`config.mk`:
```
export PLATFORM = sky130hd
export DESIGN_NAME = scs_flit_rx
export DESIGN_NICKNAME = d
export VERILOG_FILES = /design/src/rtl/scs_pkg.sv /design/src/rtl/scs_t2_pair_count.sv /design/src/rtl/scs_flit_rx.sv
export SDC_FILE = /design/constraint.sdc
export NUM_CORES = 1
export LEC_CHECK = 0
export ABC_AREA = 1
export CORE_MARGIN = 3
export CORE_UTILIZATION = 35
export CTS_CLUSTER_SIZE = 25
export DETAILED_ROUTE_END_ITERATION = 8
export GPL_ROUTABILITY_DRIVEN = 0
export SLEW_MARGIN = 40
export SYNTH_ARGS = -nofsm -noshare
export SYNTH_HDL_FRONTEND = slang
export SYNTH_SLANG_ARGS = --single-unit
```
`constraint.sdc`:
```
create_clock -name clk -period 22.1 [get_ports clk]
set_clock_uncertainty 0.15 [all_clocks]
set_input_delay 4.42 -clock clk [delete_from_list [all_inputs] [get_ports clk]]
set_output_delay 4.42 -clock clk [all_outputs]
set_load 0.01 [all_outputs]
```
`src/rtl/scs_pkg.sv`:
```
// Shared types and helpers for the SCS-32 crosstalk-avoidance link.
// Coded flit layout: [31] inv flag, [30:0] payload (inverted when the flag is set).
package scs_pkg;

    localparam int FLIT_W    = 32;
    localparam int FLAG_BIT  = 31;
    localparam int PAYLOAD_W = 31;

    typedef logic [FLIT_W-1:0] coded_flit_t;

    typedef struct packed {
        logic                 inv;
        logic [PAYLOAD_W-1:0] payload;
    } rx_entry_t;

    function automatic rx_entry_t scs_decode(input coded_flit_t f);
        rx_entry_t e;
        e.inv     = f[FLAG_BIT];
        e.payload = f[PAYLOAD_W-1:0] ^ {PAYLOAD_W{f[FLAG_BIT]}};
        return e;
    endfunction

endpackage

```
`src/rtl/scs_t2_pair_count.sv`:
```
// Counts opposing adjacent-bit transitions (10->01 or 01->10) between two flits.
// Ports: prev, cur (32b coded flits); count (0..31 opposing pairs).
module scs_t2_pair_count
    import scs_pkg::*;
(
    input  logic [FLIT_W-1:0] prev,
    input  logic [FLIT_W-1:0] cur,
    output logic [4:0]        count
);

    logic [1:0] p;
    logic [1:0] c;

    always_comb begin
        count = '0;
        p     = '0;
        c     = '0;
        for (int i = 0; i < FLIT_W - 1; i++) begin
            p = {prev[i+1], prev[i]};
            c = {cur[i+1], cur[i]};
            if ((p == 2'b10 && c == 2'b01) || (p == 2'b01 && c == 2'b10))
                count = count + 5'd1;
        end
    end

endmodule

```
`src/rtl/scs_flit_rx.sv`:
```
// SCS-32 receive end: decodes coded flits, buffers them in a FIFO and keeps link stats.
// Ports: clk, rst_n; in_valid/in_ready/in_data (coded); out_valid/out_ready/out_data/out_inv
// (decoded); stat_clr; flit_cnt, inv_cnt, t2_cnt (saturating statistics).
module scs_flit_rx
    import scs_pkg::*;
#(
    parameter int DEPTH = 4,
    parameter int CNT_W = 16
) (
    input  logic                 clk,
    input  logic                 rst_n,
    input  logic                 in_valid,
    output logic                 in_ready,
    input  logic [FLIT_W-1:0]    in_data,
    output logic                 out_valid,
    input  logic                 out_ready,
    output logic [PAYLOAD_W-1:0] out_data,
    output logic                 out_inv,
    input  logic                 stat_clr,
    output logic [CNT_W-1:0]     flit_cnt,
    output logic [CNT_W-1:0]     inv_cnt,
    output logic [CNT_W-1:0]     t2_cnt
);

    localparam int PW = $clog2(DEPTH);
    localparam logic [PW:0] FULL = (PW + 1)'(DEPTH);
    localparam logic [CNT_W-1:0] CNT_MAX = {CNT_W{1'b1}};
    localparam int SW = CNT_W + 6;

    rx_entry_t   mem [DEPTH];
    rx_entry_t   head;
    logic [PW-1:0] rd_ptr;
    logic [PW-1:0] wr_ptr;
    logic [PW:0]   count;
    coded_flit_t   prev_flit;
    logic [4:0]    pair_cnt;
    logic [SW-1:0] t2_sum;
    logic          accept;
    logic          pop;

    assign in_ready  = (count != FULL);
    assign out_valid = (count != '0);
    assign accept    = in_valid && in_ready;
    assign pop       = out_valid && out_ready;

    // Head is masked while empty so stale contents never leak after reset.
    assign head     = mem[rd_ptr];
    assign out_data = out_valid ? head.payload : '0;
    assign out_inv  = out_valid ? head.inv : 1'b0;

    scs_t2_pair_count u_t2 (
        .prev  (prev_flit),
        .cur   (in_data),
        .count (pair_cnt)
    );

    assign t2_sum = SW'(t2_cnt) + SW'(pair_cnt);

    always_ff @(posedge clk) begin
        if (accept)
            mem[wr_ptr] <= scs_decode(in_data);
    end

    always_ff @(posedge clk or negedge rst_n) begin
        if (!rst_n) begin
            rd_ptr <= '0;
            wr_ptr <= '0;
            count  <= '0;
        end else begin
            if (accept)
                wr_ptr <= wr_ptr + 1'b1;
            if (pop)
                rd_ptr <= rd_ptr + 1'b1;
            unique case ({accept, pop})
                2'b10:   count <= count + 1'b1;
                2'b01:   count <= count - 1'b1;
                default: count <= count;
            endcase
        end
    end

    always_ff @(posedge clk or negedge rst_n) begin
        if (!rst_n) begin
            prev_flit <= '0;
        end else if (accept) begin
            prev_flit <= in_data;
        end
    end

    always_ff @(posedge clk or negedge rst_n) begin
        if (!rst_n) begin
            flit_cnt <= '0;
            inv_cnt  <= '0;
            t2_cnt   <= '0;
        end else if (stat_clr) begin
            flit_cnt <= '0;
            inv_cnt  <= '0;
            t2_cnt   <= '0;
        end else if (accept) begin
            if (flit_cnt != CNT_MAX)
                flit_cnt <= flit_cnt + 1'b1;
            if (in_data[FLAG_BIT] && inv_cnt != CNT_MAX)
                inv_cnt <= inv_cnt + 1'b1;
            if (t2_sum > SW'(CNT_MAX))
                t2_cnt <= CNT_MAX;
            else
                t2_cnt <= t2_sum[CNT_W-1:0];
        end
    end

endmodule

```
==> metrics.cfg, run 1 <==
[sta]
finalCritPeriodShare_pct = 92.21
hold_viol = 0
tightestPinTransition_ps = 783.2
holdWs_ps = 363.4
drv_slew = 0
finalSetupViolCount = 0
timing.final.ws_setup_ps = 1722
tns_ps = 0
rsz0062_at_grt = false
slew_headroom_pct = 47.73
max_freq_mhz = 49.07
post-route-min-period_ps = 20380

[die]
die_y_um = 207.8
core_um2 = 40010
start_util_pct = 35.64
dieArea_um2 = 43190
die_x_um = 207.8
fp-row-count = 73
io_pins = 119

[min_path]
hp-start = prev_flit[5]$_DFFE_PN0P_
min_to = prev_flit[5]$_DFFE_PN0P_
min_path_cells = 2
hp-class = reg -> reg

[synthesis]
ys.flop_type = edfxtp_1
synth_area_per_cell_um2 = 7.318
synth_area_um2 = 14260
netlist_instances = 1948
synth-seq-cells = 215
synth_edf_count = 128
syn-num-nets = 2032
async_flop_share_pct = 40.47
seq_area_frac_synth_pct = 42.23
synth_warnings = 0
synth_cell_type_count = 43

[route]
drc = 0
drt-total-wl_mm = 33.42
drt_pass1_iterations = 5
drtIter0Drc = 659
vias = 12280
ant_nets = 0
viasPerCell = 4.703
wl_per_cell_um = 12.81

[worst_setup_path]
cp.required_ps = 22350
crit_fanout = 4
arrival_ps = 20620
crit_type = in -> reg
r2r-end = t2_cnt[15]$_DFFE_PN0P_
end_kind = flip-flop
r2r_start = prev_flit[1]$_DFFE_PN0P_
rrSetupSlack_ps = 5820
cpPeakStageDelay_ps = 540
start_kind = input pin
crit_start = in_data[1]
slowest_stage = clkdlybuf4s50_1
rr_worst_depth = 106
path_common_cell = nand2_1

[clock_network]
clkSlewWorstSetupHoldPaths_ps = 60
cts-root-buf = clkbuf_16
clock_latency_ps = 530
h-tree-depth = 1
clockBufferDepth = 3
clock-sinks = 215
numCtsBuffers = 25
post_cts_buffers = 0
cts_tree = built

[power]
leakage_nw = 7.970
vdd_ir_drop_max_mv = 0.06160
powerDensity_nw_per_um2 = 138.0
power_mw = 2.333

[place]
dpl_cell_area_um2 = 16060
place_inst = 2563
numPortBuffers = 118
dp_hpwl_mm = 24.13
pre_cts_slack_ps = 914.4

[layout]
drive_gt1_share_pct = 8.205
area_growth_pct = 18.53
final_cell_area_um2 = 16900
fillers = 3990
final_common_cell = nand2_1
fin_cells = 2610
fin_util_pct = 42.24
final_nets = 2150
final_cell_mix = 426 x nand2_1, 324 x inv_1, 253 x nor2_1

[run]
maxCapViolCount = 0

[global_routing]
first_global_vias = 11870
antenna_found_initial = 1
grt_overflow = 0
grt_max_degree = 66
grt_pass1_wl_mm = 56.63
track_usage_pct = 15.30

[outcome]
run_status = completed

area by class of cell:
class,count,area [µm²],area share [%]
Antenna cell,1,2.502,0.01481
Clock buffer,31,688.2,4.073
Clock inverter,14,110.1,0.6516
Inverter,332,1246,7.375
Multi-Input combinational cell,1359,6870,40.66
Sequential cell,215,6022,35.64
Tap cell,525,656.9,3.887
Timing Repair Buffer,133,1301,7.701
layer usage:
layer | part of all wire, % | global-route usage [%]
met1 | 49 | 20.60
met2 | 45 | 26.31
met3 | 4.4 | 2.539
met4 | 1.6 | 2.697
met5 | 0 | 0
worst max path at each step:
stage / end / slack (ps) / cells after the start
detailed placement: t2_cnt[15]$_DFFE_PN0P_ / 910 / 110
finish: t2_cnt[15]$_DFFE_PN0P_ / 1720 / 108
global route: t2_cnt[9]$_DFFE_PN0P_ / 30 / 109
floorplan: t2_cnt[12]$_DFFE_PN0P_ / 2720 / 106
global placement: t2_cnt[15]$_DFFE_PN0P_ / 1330 / 110
CTS: t2_cnt[15]$_DFFE_PN0P_ / 1470 / 110
flip-flops by register name (all words and copies together), names as in the netlist:
register,flops
flit_cnt,16
rd_ptr,2
inv_cnt,16
t2_cnt,16
count,3
mem,128
prev_flit,32
wr_ptr,2
synthesized netlist by cell type (all sizes together), types with 2 or more instances:
| library cell | number | area share, % |
|---|---|---|
| a21oi | 80 | 2.8 |
| edfxtp | 128 | 27 |
| o22ai | 8 | 0.35 |
| inv | 330 | 8.7 |
| nand4 | 7 | 0.31 |
| xor2 | 35 | 2.2 |
| ha | 45 | 3.9 |
| nor3 | 32 | 1.1 |
| a211oi | 2 | 0.11 |
| o21a | 4 | 0.21 |
| fa | 2 | 0.28 |
| nor2 | 263 | 7.0 |
| dfrtp | 87 | 15 |
| o21bai | 3 | 0.16 |
| and3 | 4 | 0.18 |
| nand3b | 8 | 0.42 |
| clkbuf | 41 | 1.1 |
| nand2 | 483 | 14 |
| o31ai | 4 | 0.21 |
| o21ai | 152 | 5.4 |
| a31oi | 18 | 0.79 |
| nor4 | 4 | 0.18 |
| or2 | 22 | 0.97 |
| clkinv | 2 | 0.053 |
| nand3 | 166 | 6.2 |
| xnor2 | 11 | 0.68 |
repair_timing:
action,CTS,global route
endpoints found under the setup margin,0,16
resized for setup,0,6
hold buffers,0,0
power by group:
group | leakage, nW | switching, mW | internal [mW] | total [mW]
combinational | 5.27 | 0.869 | 0.518 | 1.39
sequential | 2.31 | 0.0348 | 0.516 | 0.551
clock | 0.388 | 0.171 | 0.224 | 0.395
total | 7.97 | 1.07 | 1.26 | 2.33
cells by family after synthesis:
logic type | Yosys count | synth area share [%]
AOI/OAI and AO/OA | 276 | 10.37
xor gates and xnor gates | 46 | 2.826
adders and majority gates | 47 | 4.230
buffers and inverters | 374 | 9.847
DFF | 215 | 42.23
and+or+nand+nor | 990 | 30.50
critical path: cells and delay by family:
family | cells | cell delay [ps]
and+or+nand+nor | 59 | 7730
adders and majority gates | 17 | 4860
AOI/OAI and AO/OA | 18 | 1920
buffers and inverters | 10 | 1140
xor gates and xnor gates | 4 | 550
(Power assumes the default switching activity.)
==> run 2, diff against run 1 <==
==> constraint.sdc (replaced) <==
create_clock -name clk -period 18.2 [get_ports clk]
set_clock_uncertainty 0.15 [all_clocks]
set_input_delay 3.64 -clock clk [delete_from_list [all_inputs] [get_ports clk]]
set_output_delay 3.64 -clock clk [all_outputs]
set_load 0.01 [all_outputs]
==> run 2 against run 1 <==
Routed wire length up 11%. Register-to-register slack worse by 2400 ps. Setup slack worse by 1000 ps. Clock power up 22%. Critical endpoint is now t2_cnt[9]$_DFFE_PN0P_. Largest cell class unchanged.
==> metrics.cfg, run 2 (synthesis results as in run 1) <==
[outcome]
run_status = completed  ; unchanged

[route]
drc = 0  ; unchanged
drt_pass1_iterations = 5  ; unchanged
wl_met3_mm = 1.692  ; was 1.487 mm
drtIter0Drc = 612  ; was 659
vias = 13170  ; was 12280
route.top_layer_used = met4  ; unchanged
wl_per_cell_um = 13.37  ; was 12.81 µm
ant_nets = 0  ; unchanged
drt-total-wl_mm = 37.19  ; was 33.42 mm
viasPerCell = 4.734  ; was 4.703
met1Wirelength_mm = 17.04  ; was 16.33 mm
met2_length_mm = 17.79  ; was 15.07 mm

[clock_network]
clock_latency_ps = 520  ; was 530 ps
clkSlewWorstSetupHoldPaths_ps = 50  ; was 60 ps
clock-sinks = 215  ; unchanged
numCtsBuffers = 24  ; was 25
hold_buffers = 0  ; unchanged
cts_tree = built  ; unchanged
clockBufferDepth = 3  ; unchanged
h-tree-depth = 1  ; unchanged
cts-root-buf = clkbuf_16  ; unchanged

[power]
powerDensity_nw_per_um2 = 197.2  ; was 138.0 nW/µm²
power_mw = 3.765  ; was 2.333 mW
leakage_nw = 9.013  ; was 7.970 nW
vdd_ir_drop_max_mv = 0.08237  ; was 0.06160 mV

[die]
start_util_pct = 35.64  ; unchanged
fp-row-count = 73  ; unchanged
die_y_um = 207.8  ; unchanged
io_pins = 119  ; unchanged
die_x_um = 207.8  ; unchanged
core_um2 = 40010  ; unchanged
dieArea_um2 = 43190  ; unchanged

[global_routing]
antenna_found_initial = 0  ; was 1
track_usage_pct = 16.26  ; was 15.30%
grt_max_degree = 67  ; was 66
first_global_vias = 12800  ; was 11870
grt_overflow = 0  ; unchanged
grt_pass1_wl_mm = 60.12  ; was 56.63 mm

[worst_setup_path]
r2r_start = prev_flit[2]$_DFFE_PN0P_  ; was prev_flit[1]$_DFFE_PN0P_
path_common_cell = nand2_2  ; was nand2_1
crit_fanout = 7  ; was 4
rr_worst_depth = 130  ; was 106
crit_type = in -> reg  ; unchanged
end_kind = flip-flop  ; unchanged
r2r-end = t2_cnt[9]$_DFFE_PN0P_  ; was t2_cnt[15]$_DFFE_PN0P_
rrSetupSlack_ps = 3390  ; was 5820 ps
slowest_stage = ha_1  ; was clkdlybuf4s50_1
cp.required_ps = 18480  ; was 22350 ps
cpPeakStageDelay_ps = 310  ; was 540 ps
start_kind = input pin  ; unchanged
arrival_ps = 17790  ; was 20620 ps

[run]
maxCapViolCount = 0  ; unchanged

[layout]
largest_reg_flops = 128  ; unchanged
drive_gt1_share_pct = 22.64  ; was 8.205%
area_growth_pct = 33.94  ; was 18.53%
top_register = mem  ; unchanged
final_nets = 2323  ; was 2150
final_cell_mix = 349 x nand2_1, 309 x inv_1, 237 x nor2_1  ; was 426 x nand2_1, 324 x inv_1, 253 x nor2_1
biggestRegsByFlops = mem x128, prev_flit x32  ; unchanged
num_antenna_cells = 0  ; was 1
final_common_cell = nand2_1  ; unchanged
fin_util_pct = 47.73  ; was 42.24%

[sta]
drv_slew = 0  ; unchanged
tightestPinTransition_ps = 772.3  ; was 783.2 ps
max_freq_mhz = 57.11
hold_viol = 0  ; unchanged
slew_headroom_pct = 48.07  ; was 47.73%
finalCritPeriodShare_pct = 96.21
post-route-min-period_ps = 17510
finalSetupViolCount = 0  ; unchanged

[min_path]
min_to = prev_flit[5]$_DFFE_PN0P_  ; unchanged
min_path_cells = 2  ; unchanged
hp-class = reg -> reg  ; unchanged
hp-start = prev_flit[5]$_DFFE_PN0P_  ; unchanged

[place]
numPortBuffers = 118  ; unchanged
dp_hpwl_mm = 24.75  ; was 24.13 mm

## run 2: changes by cell type in the layout (fill, tap and decap cells not counted), moves of 14 or more
| cell | change |
|---|---|
| or2_2 | -15 |
| nand3_2 | +21 |
| nand2_2 | +62 |
| nand2_1 | -77 |
| buf_4 | +171 |
| nor2_4 | +14 |
| or2_4 | +15 |
| nor2_1 | -16 |
| inv_1 | -15 |
| nand2_4 | +15 |
| nand3_1 | -24 |
## run 2: area by class of cell
type / count / area [µm²]
well taps: 525 / 656.9
repair buffers: 307 / 2621
fillers: 3845 / 20910
inverters: 332 / 1256
multi-input cells: 1359 / 7759
clock buffers: 35 / 661.9
clock inverters: 9 / 117.6
flip-flops and latches: 215 / 6022
## run 2: metrics by stage
step,hold WS (ps),setup TNS (ps),instances,setup slack [ps],cell area [µm²]
after floorplan,318.6,0,1948,12.12,14300
after global routing,387.9,-3569,2782,-254.8,19090
after CTS,365.6,0,2765,9.001,18230
after global placement,340.1,-18610,2657,-1279,16800
after detailed placement,352.6,-24130,2657,-1603,16820
final,363.9,0,2782,689.4,19090
## run 2: timing repair
action,in CTS,in global routing
pin swaps,44,140
gates resized for setup,56,199
setup buffers,64,24
setup endpoints to repair,16,16
## run 2: how the worst max path moves through the flow
| stage | end | start | depth (start not counted) | slack [ps] |
|---|---|---|---|---|
| floorplan | t2_cnt[12]$_DFFE_PN0P_ | in_data[1] | 104 | 10 |
| global placement | t2_cnt[15]$_DFFE_PN0P_ | in_data[0] | 110 | -1280 |
| detailed placement | t2_cnt[15]$_DFFE_PN0P_ | in_data[0] | 110 | -1600 |
| CTS | t2_cnt[15]$_DFFE_PN0P_ | in_data[2] | 108 | 9 |
| global route | t2_cnt[9]$_DFFE_PN0P_ | in_data[0] | 116 | -250 |
| finish | t2_cnt[9]$_DFFE_PN0P_ | in_data[1] | 131 | 690 |
## run 2: metal layers
metal / vias up / track usage [%]
met4: 0 / 3.604
met2: 240 / 27.95
met1: 6050 / 21.64
li1: 6836 / -
met3: 44 / 2.630
met5: - / 0
## run 2: power breakdown
part	leakage (nW)	internal, mW	switching [mW]	total (mW)
Combinational	6.33	1.22	1.40	2.62
Clock	0.372	0.283	0.197	0.480
Sequential	2.31	0.626	0.0426	0.669
Total	9.01	2.13	1.64	3.77
## run 2: worst max-delay path: cells and delay by family
family | cells | cell delay [ps]
adder cells (fa/ha/maj) | 8 | 2120
AND/OR/NAND/NOR | 61 | 5330
XOR/XNOR | 2 | 290
AO/OA/AOI/OAI | 13 | 1290
buffers and inverters | 47 | 5050
==> run 3, diff against run 2 <==
--- a/config.mk
+++ b/config.mk
@@ -11,6 +11,7 @@
 export CTS_CLUSTER_SIZE = 25
 export DETAILED_ROUTE_END_ITERATION = 8
 export GPL_ROUTABILITY_DRIVEN = 0
+export SKIP_CTS_REPAIR_TIMING = 1
 export SLEW_MARGIN = 40
 export SYNTH_ARGS = -nofsm -noshare
 export SYNTH_HDL_FRONTEND = slang
==> run 3 against run 2 <==
Clock-buffer cell count unchanged. Sequential power is essentially flat. Cell count shrank 2.0%. Setup slack better by 110 ps. Die area did not move. Combinational power is 15% lower. Critical endpoint is now t2_cnt[15]$_DFFE_PN0P_.
==> metrics.cfg, run 3 (synthesis results as in run 1) <==
[sta]
finalSetupViolCount = 0  ; unchanged
slew_headroom_pct = 46.60  ; was 48.07%
timing.final.ws_setup_ps = 803.4  ; was 689.4 ps
post-route-min-period_ps = 17400  ; was 17510 ps
finalCritPeriodShare_pct = 95.59  ; was 96.21%
max_freq_mhz = 57.48  ; was 57.11 MHz
tightestPinTransition_ps = 800.2  ; was 772.3 ps
drv_slew = 0  ; unchanged
hold_viol = 0  ; unchanged

[layout]
final_nets = 2267  ; was 2323
top_register = mem  ; unchanged
final_cell_area_um2 = 18250  ; was 19090 µm²
area_growth_pct = 28.03  ; was 33.94%
final_cell_mix = 386 x nand2_1, 312 x inv_1, 243 x nor2_1  ; was 349 x nand2_1, 309 x inv_1, 237 x nor2_1
largest_reg_flops = 128  ; unchanged
fin_cells = 2726  ; was 2782
final_common_cell = nand2_1  ; unchanged
drive_gt1_share_pct = 17.08  ; was 22.64%
biggestRegsByFlops = mem x128, prev_flit x32  ; unchanged
num_antenna_cells = 0  ; unchanged

[worst_setup_path]
r2r_start = prev_flit[2]$_DFFE_PN0P_  ; unchanged
rr_worst_depth = 107  ; was 130
path_common_cell = nand2_2  ; unchanged
cp.required_ps = 18430  ; was 18480 ps
cpPeakStageDelay_ps = 320  ; was 310 ps
cp.depth = 107  ; was 131
start_kind = input pin  ; unchanged
crit_type = in -> reg  ; unchanged
crit_start = in_data[0]  ; was in_data[1]
rrSetupSlack_ps = 3530  ; was 3390 ps
critPathCapture = t2_cnt[15]$_DFFE_PN0P_  ; was t2_cnt[9]$_DFFE_PN0P_
end_kind = flip-flop  ; unchanged
crit_buf_inv = 11  ; was 47
r2r-end = t2_cnt[15]$_DFFE_PN0P_  ; was t2_cnt[9]$_DFFE_PN0P_
critPathTopFamily = simple AND/OR/NAND/NOR gates  ; unchanged
arrival_ps = 17620  ; was 17790 ps
slowest_stage = ha_1  ; unchanged
crit_fanout = 4  ; was 7

[route]
ant_nets = 0  ; unchanged
drc = 0  ; unchanged
drt-total-wl_mm = 35.06  ; was 37.19 mm
drt_pass1_iterations = 5  ; unchanged
drtIter0Drc = 616  ; was 612
vias = 12740  ; was 13170
viasPerCell = 4.674  ; was 4.734
wl_per_cell_um = 12.86  ; was 13.37 µm

[place]
dpl_cell_area_um2 = 16820  ; unchanged
dp_hpwl_mm = 24.75  ; unchanged
pre_cts_slack_ps = -1603  ; unchanged
place_inst = 2657  ; unchanged
numPortBuffers = 118  ; unchanged

[min_path]
hp-start = prev_flit[5]$_DFFE_PN0P_  ; unchanged
hp-class = reg -> reg  ; unchanged

[global_routing]
grt_max_degree = 67  ; unchanged
grt_overflow = 0  ; unchanged
first_global_vias = 12300  ; was 12800
grt_pass1_wl_mm = 57.47  ; was 60.12 mm
antenna_found_initial = 0  ; unchanged
track_usage_pct = 15.50  ; was 16.26%

[clock_network]
clkSlewWorstSetupHoldPaths_ps = 60  ; was 50 ps
numCtsBuffers = 24  ; unchanged
h-tree-depth = 1  ; unchanged
cts_tree = built  ; unchanged
clock_latency_ps = 520  ; about the same
cts-root-buf = clkbuf_16  ; unchanged
clockBufferDepth = 3  ; unchanged
clock-sinks = 215  ; unchanged

[outcome]
run_status = completed  ; unchanged

[die]
die_x_um = 207.8  ; unchanged
start_util_pct = 35.64  ; unchanged
dieArea_um2 = 43190  ; unchanged
io_pins = 119  ; unchanged
core_um2 = 40010  ; unchanged
die_y_um = 207.8  ; unchanged
fp-row-count = 73  ; unchanged

[power]
powerDensity_nw_per_um2 = 185.3  ; was 197.2 nW/µm²
leakage_nw = 8.615  ; was 9.013 nW
vdd_ir_drop_max_mv = 0.08799  ; was 0.08237 mV

[run]
maxCapViolCount = 0  ; unchanged

-- run 3: worst min-delay path by stage --
| stage | endpoint | slack [ps] | cells after the start |
|---|---|---|---|
| after floorplan | count[0]$_DFFE_PN0P_ | 320 | 1 |
| after global placement | prev_flit[22]$_DFFE_PN0P_ | 340 | 2 |
| after detailed placement | prev_flit[13]$_DFFE_PN0P_ | 350 | 2 |
| after CTS | prev_flit[8]$_DFFE_PN0P_ | 370 | 2 |
| after global routing | prev_flit[5]$_DFFE_PN0P_ | 390 | 2 |
| final | prev_flit[5]$_DFFE_PN0P_ | 360 | 2 |
-- run 3: final cells by class --
class                           instances  area, µm²
Multi-Input combinational cell       1359       7366
Tap cell                              525      656.9
Inverter                              332       1249
Timing Repair Buffer                  251       2180
Clock buffer                           35      661.9
Clock inverter                          9      117.6
Sequential cell                       215       6022
Fill cell                            3937      21750
-- run 3: worst min-delay path: cells and delay by family (launching register included) --
family | cells | cell delay, ps
AO/OA/AOI/OAI | 1 | 60
AND/OR/NAND/NOR | 1 | 60
flip-flops | 1 | 360
-- run 3: report_power, final --
group          leakage, nW  internal [mW]  switching [mW]
combinational         5.93          0.990            1.24
clock                0.372          0.283           0.196
sequential            2.31          0.626          0.0420
-- run 3: metrics by stage --
| stage | hold WS, ps | total power [mW] | utilization [%] | setup TNS (ps) |
|---|---|---|---|---|
| 2_1_floorplan | 318.6 | 1.927 | - | 0 |
| 3_3_place_gp | 340.1 | 2.545 | 41.99 | -18610 |
| 3_5_place_dp | 352.6 | 2.598 | 42.05 | -24130 |
| 4_1_cts | 365.6 | 3.097 | 44.00 | -16790 |
| 5_1_grt | 387.9 | 3.717 | 45.62 | -2842 |
| 6_report | 363.3 | 3.382 | 45.62 | 0 |
-- run 3: layer usage --
layer  vias up  track usage [%]  wire length, µm
met5         -                0                0
met4         0            2.953              626
met1      5765            20.86            16510
met2       214            26.55            16290
met3        38            2.599             1629
li1       6724                -                -
